===== src/rtl/led_arb_pkg.sv =====
// Shared types and constants for the LED ownership arbiter.
// State encodings double as the owner code driven on the owner port.
package led_arb_pkg;

    typedef enum logic [1:0] {
        S_BOOT  = 2'b00,
        S_USER  = 2'b01,
        S_HOST  = 2'b10,
        S_ADMIN = 2'b11
    } state_e;

    localparam logic [1:0] OWNER_BOOT  = 2'b00;
    localparam logic [1:0] OWNER_USER  = 2'b01;
    localparam logic [1:0] OWNER_HOST  = 2'b10;
    localparam logic [1:0] OWNER_ADMIN = 2'b11;

    function automatic logic [31:0] hold_cycles(input int unsigned clk_freq_hz,
                                                input int unsigned ovr_hold_ms);
        return 32'(clk_freq_hz / 1000 * ovr_hold_ms);
    endfunction

endpackage


===== src/rtl/led_owner_arbiter_ovr_hold_timer.sv =====
// Host override hold timer: 32-bit up counter with clear/enable that flags
// the last cycle of the hold window.
module ovr_hold_timer
    import led_arb_pkg::*;
#(
    parameter int unsigned CLK_FREQ_HZ = 50_000_000,
    parameter int unsigned OVR_HOLD_MS = 2000
) (
    input  logic clk,
    input  logic rst,
    input  logic clr,
    input  logic en,
    output logic expired
);

    localparam logic [31:0] HOLD_CYCLES = hold_cycles(CLK_FREQ_HZ, OVR_HOLD_MS);

    logic [31:0] count_q;

    always_ff @(posedge clk) begin
        if (rst) begin
            count_q <= '0;
        end else if (clr) begin
            count_q <= '0;
        end else if (en) begin
            count_q <= count_q + 32'd1;
        end
    end

    assign expired = (count_q == HOLD_CYCLES - 32'd1);

endmodule


===== src/rtl/led_owner_arbiter.sv =====
// Arbitrates the 4-LED bank between boot status, host override sessions and
// user logic; every output is registered from the previous cycle's state.
module led_owner_arbiter
    import led_arb_pkg::*;
#(
    parameter int unsigned CLK_FREQ_HZ = 50_000_000,
    parameter int unsigned OVR_HOLD_MS = 2000,
    parameter int unsigned SLOW_BIT    = 25,
    parameter int unsigned FAST_BIT    = 23
) (
    input  logic       clk,
    input  logic       rst,
    input  logic       booting,
    input  logic       admin_mode,
    input  logic [3:0] user_led,
    input  logic       host_req,
    input  logic [3:0] host_pattern,
    input  logic       host_blink,
    input  logic       host_release,
    output logic       host_ack,
    output logic       host_busy,
    output logic [1:0] owner,
    output logic [3:0] led
);

    localparam int unsigned CNT_W = ((SLOW_BIT > FAST_BIT) ? SLOW_BIT : FAST_BIT) + 1;

    logic [CNT_W-1:0] blink_cnt_q;
    state_e           state_q, state_d;
    state_e           ret_q, ret_d;
    logic [3:0]       pattern_q;
    logic             blink_q;
    logic             accept;
    logic             expired;
    logic             s;
    logic             f;
    logic [3:0]       led_d;

    assign s = blink_cnt_q[SLOW_BIT];
    assign f = blink_cnt_q[FAST_BIT];

    ovr_hold_timer #(
        .CLK_FREQ_HZ (CLK_FREQ_HZ),
        .OVR_HOLD_MS (OVR_HOLD_MS)
    ) u_hold_timer (
        .clk     (clk),
        .rst     (rst),
        .clr     (accept || (state_q != S_HOST)),
        .en      (state_q == S_HOST),
        .expired (expired)
    );

    // Gating on host_ack keeps the ack from firing on back-to-back cycles.
    always_comb begin
        state_d = state_q;
        ret_d   = ret_q;
        accept  = 1'b0;
        case (state_q)
            S_BOOT: begin
                if (!booting) begin
                    state_d = admin_mode ? S_ADMIN : S_USER;
                end
            end
            S_USER, S_ADMIN: begin
                if (host_req && !host_ack) begin
                    accept  = 1'b1;
                    ret_d   = state_q;
                    state_d = S_HOST;
                end
            end
            S_HOST: begin
                if (host_req && !host_ack) begin
                    accept = 1'b1;
                end else if (host_release || expired) begin
                    state_d = ret_q;
                end
            end
            default: state_d = S_BOOT;
        endcase
        if (booting && (state_q != S_BOOT)) begin
            state_d = S_BOOT;
            ret_d   = ret_q;
            accept  = 1'b0;
        end
    end

    always_comb begin
        led_d = 4'b0000;
        case (state_q)
            S_BOOT:  led_d = {s, ~s, s, ~s};
            S_ADMIN: led_d = {f, ~f, f, ~f};
            S_USER:  led_d = user_led;
            S_HOST:  led_d = blink_q ? (pattern_q & {4{f}}) : pattern_q;
            default: led_d = 4'b0000;
        endcase
    end

    always_ff @(posedge clk) begin
        if (rst) begin
            state_q     <= S_BOOT;
            ret_q       <= S_USER;
            blink_cnt_q <= '0;
            pattern_q   <= 4'b0000;
            blink_q     <= 1'b0;
            led         <= 4'b0000;
            owner       <= OWNER_BOOT;
            host_ack    <= 1'b0;
            host_busy   <= 1'b0;
        end else begin
            state_q     <= state_d;
            ret_q       <= ret_d;
            blink_cnt_q <= blink_cnt_q + CNT_W'(1);
            if (accept) begin
                pattern_q <= host_pattern;
                blink_q   <= host_blink;
            end
            led       <= led_d;
            owner     <= state_q;
            host_ack  <= accept;
            host_busy <= (state_q == S_HOST);
        end
    end

endmodule


===== config.mk =====
export PLATFORM = sky130hd
export DESIGN_NAME = led_owner_arbiter
export DESIGN_NICKNAME = d
export VERILOG_FILES = /design/src/rtl/led_arb_pkg.sv /design/src/rtl/led_owner_arbiter_ovr_hold_timer.sv /design/src/rtl/led_owner_arbiter.sv
export SDC_FILE = /design/constraint.sdc
export NUM_CORES = 1
export LEC_CHECK = 0
export CAP_MARGIN = 20
export CORE_ASPECT_RATIO = 1.75
export CORE_UTILIZATION = 50
export CTS_BUF_LIST = sky130_fd_sc_hd__clkbuf_16
export DETAILED_ROUTE_END_ITERATION = 8
export PLACE_DENSITY = 0.69
export SLEW_MARGIN = 10
export SYNTH_ARGS = -nofsm -noshare
export SYNTH_HDL_FRONTEND = slang
export SYNTH_SLANG_ARGS = --single-unit

===== constraint.sdc =====
create_clock -name clk -period 3.8 [get_ports clk]
set_input_delay 0.76 -clock clk [delete_from_list [all_inputs] [get_ports clk]]
set_output_delay 0.76 -clock clk [all_outputs]
set_load 0.1 [all_outputs]

* Word level (Yosys, flattened, before mapping)
Cells that the tools add are included.
Widths: inputs -> output; s select.
** Word-level totals
- Logic and storage cells :: 49
- Flip-flop bits (word level) :: 75
- Output and inout port bits :: 8
- Input port bits :: 15
** Cells by class
- Add/subtract/negate cells :: 2
- Reduce and logical (&&, ||, !) cells :: 13
- Muxes and demuxes :: 11
- Bitwise operators :: 4
- Equal/unequal tests :: 9
** Operators by type and width (number)
- $add 32x1->32 const B :: 1
- $eq 32x27->1 const B :: 1
- $add 26x1->26 const B :: 1
- $pmux 4 s4 :: 1
- $mux 2 :: 5
- $ne 2x2->1 const B :: 5
- $pmux 2 s3 :: 1
- $reduce_or 2->1 :: 3
- $and 4x4->4 :: 1
- $eq 2x2->1 const B :: 2
- $mux 4 :: 1
- $reduce_and 4->1 :: 1
- $mux 1 :: 3
- $not 1->1 :: 3
- $reduce_and 3->1 :: 1
- $reduce_or 3->1 :: 1
- $eq 2x1->1 const B :: 1
- $logic_and 1x1->1 :: 2
- $logic_not 2->1 :: 1
- $logic_or 1x1->1 :: 2
- $reduce_bool 2->1 :: 1
- $logic_not 1->1 :: 1

* Longest topological paths before layout
- Word-level depth :: 7
- Gate-level depth with buffers :: 8
- Mapped depth without buffers :: 6

* Cells and area by module
From an unflattened synthesis, not the netlist that was laid out.
** Unflattened totals
- Cell total of the unflattened synthesis :: 390
- Area total of the unflattened synthesis :: 3439.5 sq um
** By module, submodules not included
- led_owner_arbiter :: area an instance 1869.3 sq um, sequential area each 860.8 sq um, cells an instance 208, times used 1
- ovr_hold_timer :: area an instance 1570.3 sq um, sequential area each 640.6 sq um, cells an instance 182, times used 1

* Worst setup path after synthesis
No wires, ideal clock.
- Path kind :: reg2reg
- Start :: register host_ack
- End :: register state_q[1]
- Path buffers :: 1
- Setup slack :: 1793 ps
- Cell stages (with the launch flop) :: 7
- Data arrival time :: 1888 ps
- Data required time :: 3681 ps
- Clock period less this slack :: 2007 ps
- Setup time :: 119 ps
- Path through :: dfxtp_1 nand2b_1 clkbuf_1 nand3_1 nor2_1 a31oi_1 o221a_2
** Between the ends
- Word-level cells in the longest chain between the ends :: 4
- Elaborated cells on any way between the ends :: 5
- Those cells by class :: eq/ne (2); reduce/logical (3)
** RTL lines
- start: declaration :: line led_owner_arbiter.sv:20 : output logic host_ack,
- start signal: assignment :: line led_owner_arbiter.sv:119 : host_ack <= accept;
- $logic_not 1->1 * :: line led_owner_arbiter.sv:65, led_owner_arbiter.sv:72
- $logic_and 1x1->1 * :: line led_owner_arbiter.sv:65, led_owner_arbiter.sv:72
- $ne 2x2->1 (no source line)
- $reduce_and 4->1 (no source line) *
- end signal: assignment :: line led_owner_arbiter.sv:110 : state_q <= state_d;
- end: declaration :: line led_owner_arbiter.sv:29 : state_e state_q, state_d;
Every way passes the cells marked *; elsewhere a longest branch is shown, timed or not.
A chain may end at the register's enable or synchronous reset.

* Worst setup path after layout
- Start :: register host_ack
- End :: output port host_ack
No word-level cell between the ends.

==> impl_metrics.env <==
export IMPL_grt_ovfl_total=0
export IMPL_synth_yosys_seq_area_share_pct=44.56
export IMPL_critPathLaunchType="register"
export IMPL_synth_lib_cells_used_distinct=42
export IMPL_grt_first_pass_wirelength_um=11610
export IMPL_gp_congestion=0.7869
export IMPL_timing_critical_path_arrival_ns=1.79
export IMPL_synth_async_reset_ratio_pct=0
export IMPL_filler_cell_count=595
export IMPL_worst_hold_path_type="reg2reg"
export IMPL_crit_chain="clkdlybuf4s50_1"
export IMPL_setup_tns_final_ns=0
export IMPL_whs_path_depth=1
export IMPL_synth_edf_count=0
export IMPL_drtAntennaViolNets=0
export IMPL_power_switching_uw=395.6
export IMPL_status="complete, no violations"
export IMPL_drt_iter0_drc=116
export IMPL_setup_repair_after_global_routing_missed_its_margin="no"
export IMPL_internal_power_uw=1405
export IMPL_drt_drc_violations_left=0
export IMPL_row_count=39
export IMPL_h_tree_depth=3
export IMPL_mappedNetlistNets=398
export IMPL_clk_pin_slew_ns=0.06
export IMPL_powerDensity_mw_per_mm2=461.7
export IMPL_critPathBufInv=1
export IMPL_post_synth_main_area_contributors="sky130_fd_sc_hd__dfxtp_1, sky130_fd_sc_hd__nor2_1, sky130_fd_sc_hd__xor2_1"
export IMPL_p_comb_share_pct=6.4
export IMPL_timing_critical_path_slowest_stage_cell="sky130_fd_sc_hd__clkdlybuf4s50_1"
export IMPL_diodes=0
export IMPL_clk_path_buf_depth=2
export IMPL_post_synth_inst_count=381
export IMPL_worstMarginPinSlew_ns=0.9897
export IMPL_finish_net_count=412
export IMPL_finalWirelength_um=6600
export IMPL_port_buffers=22
export IMPL_numClockSinks=75
export IMPL_final_max_slew_violation_count=0
export IMPL_first_global_vias=2635
export IMPL_yosys_register_bits=75
export IMPL_cp_end_kind="output pin"
export IMPL_drive_gt1_share_pct=6.000
export IMPL_dr_pass1_iters=6
export IMPL_worst_r2r_path_depth=5
export IMPL_power_frac_clock_pct=48.4
export IMPL_timing_final_crit_period_ns=2.552
export IMPL_die_height_um=110.6
export IMPL_fmax_mhz=391.9
export IMPL_multi_input_comb_area_mm2=0.001719
export IMPL_floorplan_initialDensity_pct=51.53
export IMPL_dpl_cell_area_mm2=0.003592
export IMPL_floorplan_die_area_mm2=0.007084
export IMPL_postLayoutCoreUtil_pct=59.66
export IMPL_report_final_setup_viol=0
export IMPL_power_switching_share_pct=21.97
export IMPL_critPathKind="reg2out"
export IMPL_dpl_hpwl_um=4594
export IMPL_cap_violations=0
export IMPL_numCtsBuffers=9
export IMPL_antenna_violations_before_repair=0
export IMPL_vdd_ir_drop_worst_mv=0.3628
export IMPL_yosysTopAreaCell="sky130_fd_sc_hd__dfxtp_1"
export IMPL_grt_usage_pct=20.66
export IMPL_pwr_total_uw=1801
export IMPL_die_width_um=64.06
export IMPL_hold_fix_buffers_cts=0
export IMPL_cp_num_cells=1
export IMPL_top_level_ports=23
export IMPL_routedWlPerCell_um=13.69
export IMPL_hold_viol=0
export IMPL_number_of_warnings_reported_in_the_yosys_synthesis_log=0
export IMPL_relSlewSlack_pct=33.82
export IMPL_pin_count_of_the_biggest_net_entering_global_routing=41
export IMPL_cp_max_stage_delay_ns=1.14
export IMPL_synthesis_area_mm2=0.003369
export IMPL_core_area_mm2=0.006539
export IMPL_clock_latency_ns=0.33
export IMPL_dominantRegCellSynth="sky130_fd_sc_hd__dfxtp_1"
export IMPL_synth_top_cells_by_count="sky130_fd_sc_hd__dfxtp_1, sky130_fd_sc_hd__nor2_1, sky130_fd_sc_hd__xor2_1, sky130_fd_sc_hd__nand2_1, sky130_fd_sc_hd__nand3_1"
export IMPL_tritoncts_clock_tree="built"
export IMPL_layout_area_seq_mm2=0.001501
export IMPL_power_frac_seq_pct=45.2
export IMPL_period_share_pct=67.15
export IMPL_area_growth_syn_to_layout_pct=15.78
export IMPL_vias_per_std_cell=5.411
export IMPL_routed_via_count=2608
export IMPL_cpLargestDelayFamily="buffers and inverters"
export IMPL_critPathRequiredTime_ns=3.04
export IMPL_worst_path_max_fanout=2
export IMPL_cts_root_buffer="sky130_fd_sc_hd__clkbuf_16"
export IMPL_power_leakage_uw=0.001344
export IMPL_cts_repair_timing_setup_buffer_count=0
export IMPL_finClkSkew_ns=0.005558
export IMPL_resized_after_cts=0
export IMPL_synth_most_common_cell="sky130_fd_sc_hd__dfxtp_1"
export IMPL_synth_top_area_share_pct=44.56
export IMPL_synth_avg_cell_area_um2=8.844
export IMPL_finish_instance_area_mm2=0.003901
[cells in the final DEF, fill, tap and decap left out, types with 2 or more instances in the layout]
cell                               n
sky130_fd_sc_hd__a211oi_1          4
sky130_fd_sc_hd__a21oi_1           6
sky130_fd_sc_hd__a221oi_1          2
sky130_fd_sc_hd__a31oi_1           3
sky130_fd_sc_hd__and2_1            5
sky130_fd_sc_hd__and3_1            7
sky130_fd_sc_hd__and4_1            6
sky130_fd_sc_hd__buf_4             2
sky130_fd_sc_hd__bufinv_16         2
sky130_fd_sc_hd__clkbuf_16         9
sky130_fd_sc_hd__clkdlybuf4s50_1  22
sky130_fd_sc_hd__clkinv_1          2
sky130_fd_sc_hd__dfxtp_1          75
sky130_fd_sc_hd__ha_1              2
sky130_fd_sc_hd__inv_1            10
sky130_fd_sc_hd__mux2i_1           7
sky130_fd_sc_hd__nand2_1          21
sky130_fd_sc_hd__nand2b_1          3
sky130_fd_sc_hd__nand3_1          21
sky130_fd_sc_hd__nand4_1          17
sky130_fd_sc_hd__nor2_1           74
sky130_fd_sc_hd__nor2b_1           3
sky130_fd_sc_hd__nor3_1           11
sky130_fd_sc_hd__nor4_1            5
sky130_fd_sc_hd__nor4_4            3
sky130_fd_sc_hd__o21ai_0           7
sky130_fd_sc_hd__or3_1             5
sky130_fd_sc_hd__xnor2_1          20
sky130_fd_sc_hd__xor2_1           31
[cell type report]
class / count / area share (%)
clock inverters: 7 / 2.149
flip-flops and latches: 75 / 38.49
repair buffers: 24 / 6.030
multi-input cells: 276 / 44.07
clock buffers: 9 / 5.773
inverters: 9 / 0.8659
well taps: 82 / 2.630
[logic make-up after synthesis]
logic type               Yosys count  synth area share [%]
AO/OA/AOI/OAI                     26                 4.939
XOR/XNOR                          51                 13.26
adder cells (fa/ha/maj)            2                0.7425
buffers and inverters             30                 4.418
flip-flops                        75                 44.56
multiplexers                       8                 2.414
AND/OR/NAND/NOR                  189                 29.67
[power groups by stage]
stage | Sequential, µW | Combinational (µW) | Clock, µW
2_1_floorplan | 861 | 50.3 | 0
3_3_place_gp | 830 | 115 | 0
3_5_place_dp | 830 | 115 | 0
4_1_cts | 813 | 116 | 896
5_1_grt | 816 | 123 | 937
6_report | 814 | 115 | 872
[metal layers]
| metal | vias up | wire length, µm | track usage, % | share of wire, % |
|---|---|---|---|---|
| li1 | 1324 | - | - | - |
| met1 | 1253 | 2685 | 21.38 | 41 |
| met2 | 22 | 3652 | 38.30 | 55 |
| met3 | 9 | 164 | 5.785 | 2.5 |
| met4 | 0 | 97 | 7.121 | 1.5 |
| met5 | - | 0 | 0 | 0 |
[state kept, by name, summed over array words and instances (netlist names)]
register,count
blink_cnt_q,26
blink_q,1
host_ack,1
host_busy,1
led,4
owner,2
pattern_q,4
ret_q,2
state_q,2
u_hold_timer.count_q,32
[path summary, 6_finish.rpt]
| check | to | slack (ns) | startpoint |
|---|---|---|---|
| setup / recovery | host_ack | 1.25 | host_ack$_SDFF_PP0_ |
| hold / removal | u_hold_timer.count_q[0]$_SDFFE_PP0P_ | 0.46 | u_hold_timer.count_q[0]$_SDFFE_PP0P_ |
| setup reg to reg | state_q[1]$_SDFFE_PP0P_ | 1.49 | state_q[1]$_SDFFE_PP0P_ |
| hold reg to reg | u_hold_timer.count_q[0]$_SDFFE_PP0P_ | 0.46 | u_hold_timer.count_q[0]$_SDFFE_PP0P_ |
[per-stage QoR]
stage / hold slack [ns] / cells / setup WS (ns)
after floorplan: 0.4162 / 381 / 1.793
after global placement: 0.4324 / 466 / 1.413
after detailed placement: 0.4472 / 466 / 1.360
after CTS: 0.4617 / 482 / 1.226
after global routing: 0.4773 / 482 / 1.202
final: 0.4613 / 482 / 1.248
Note: power is estimated with default switching activity, not from simulation.
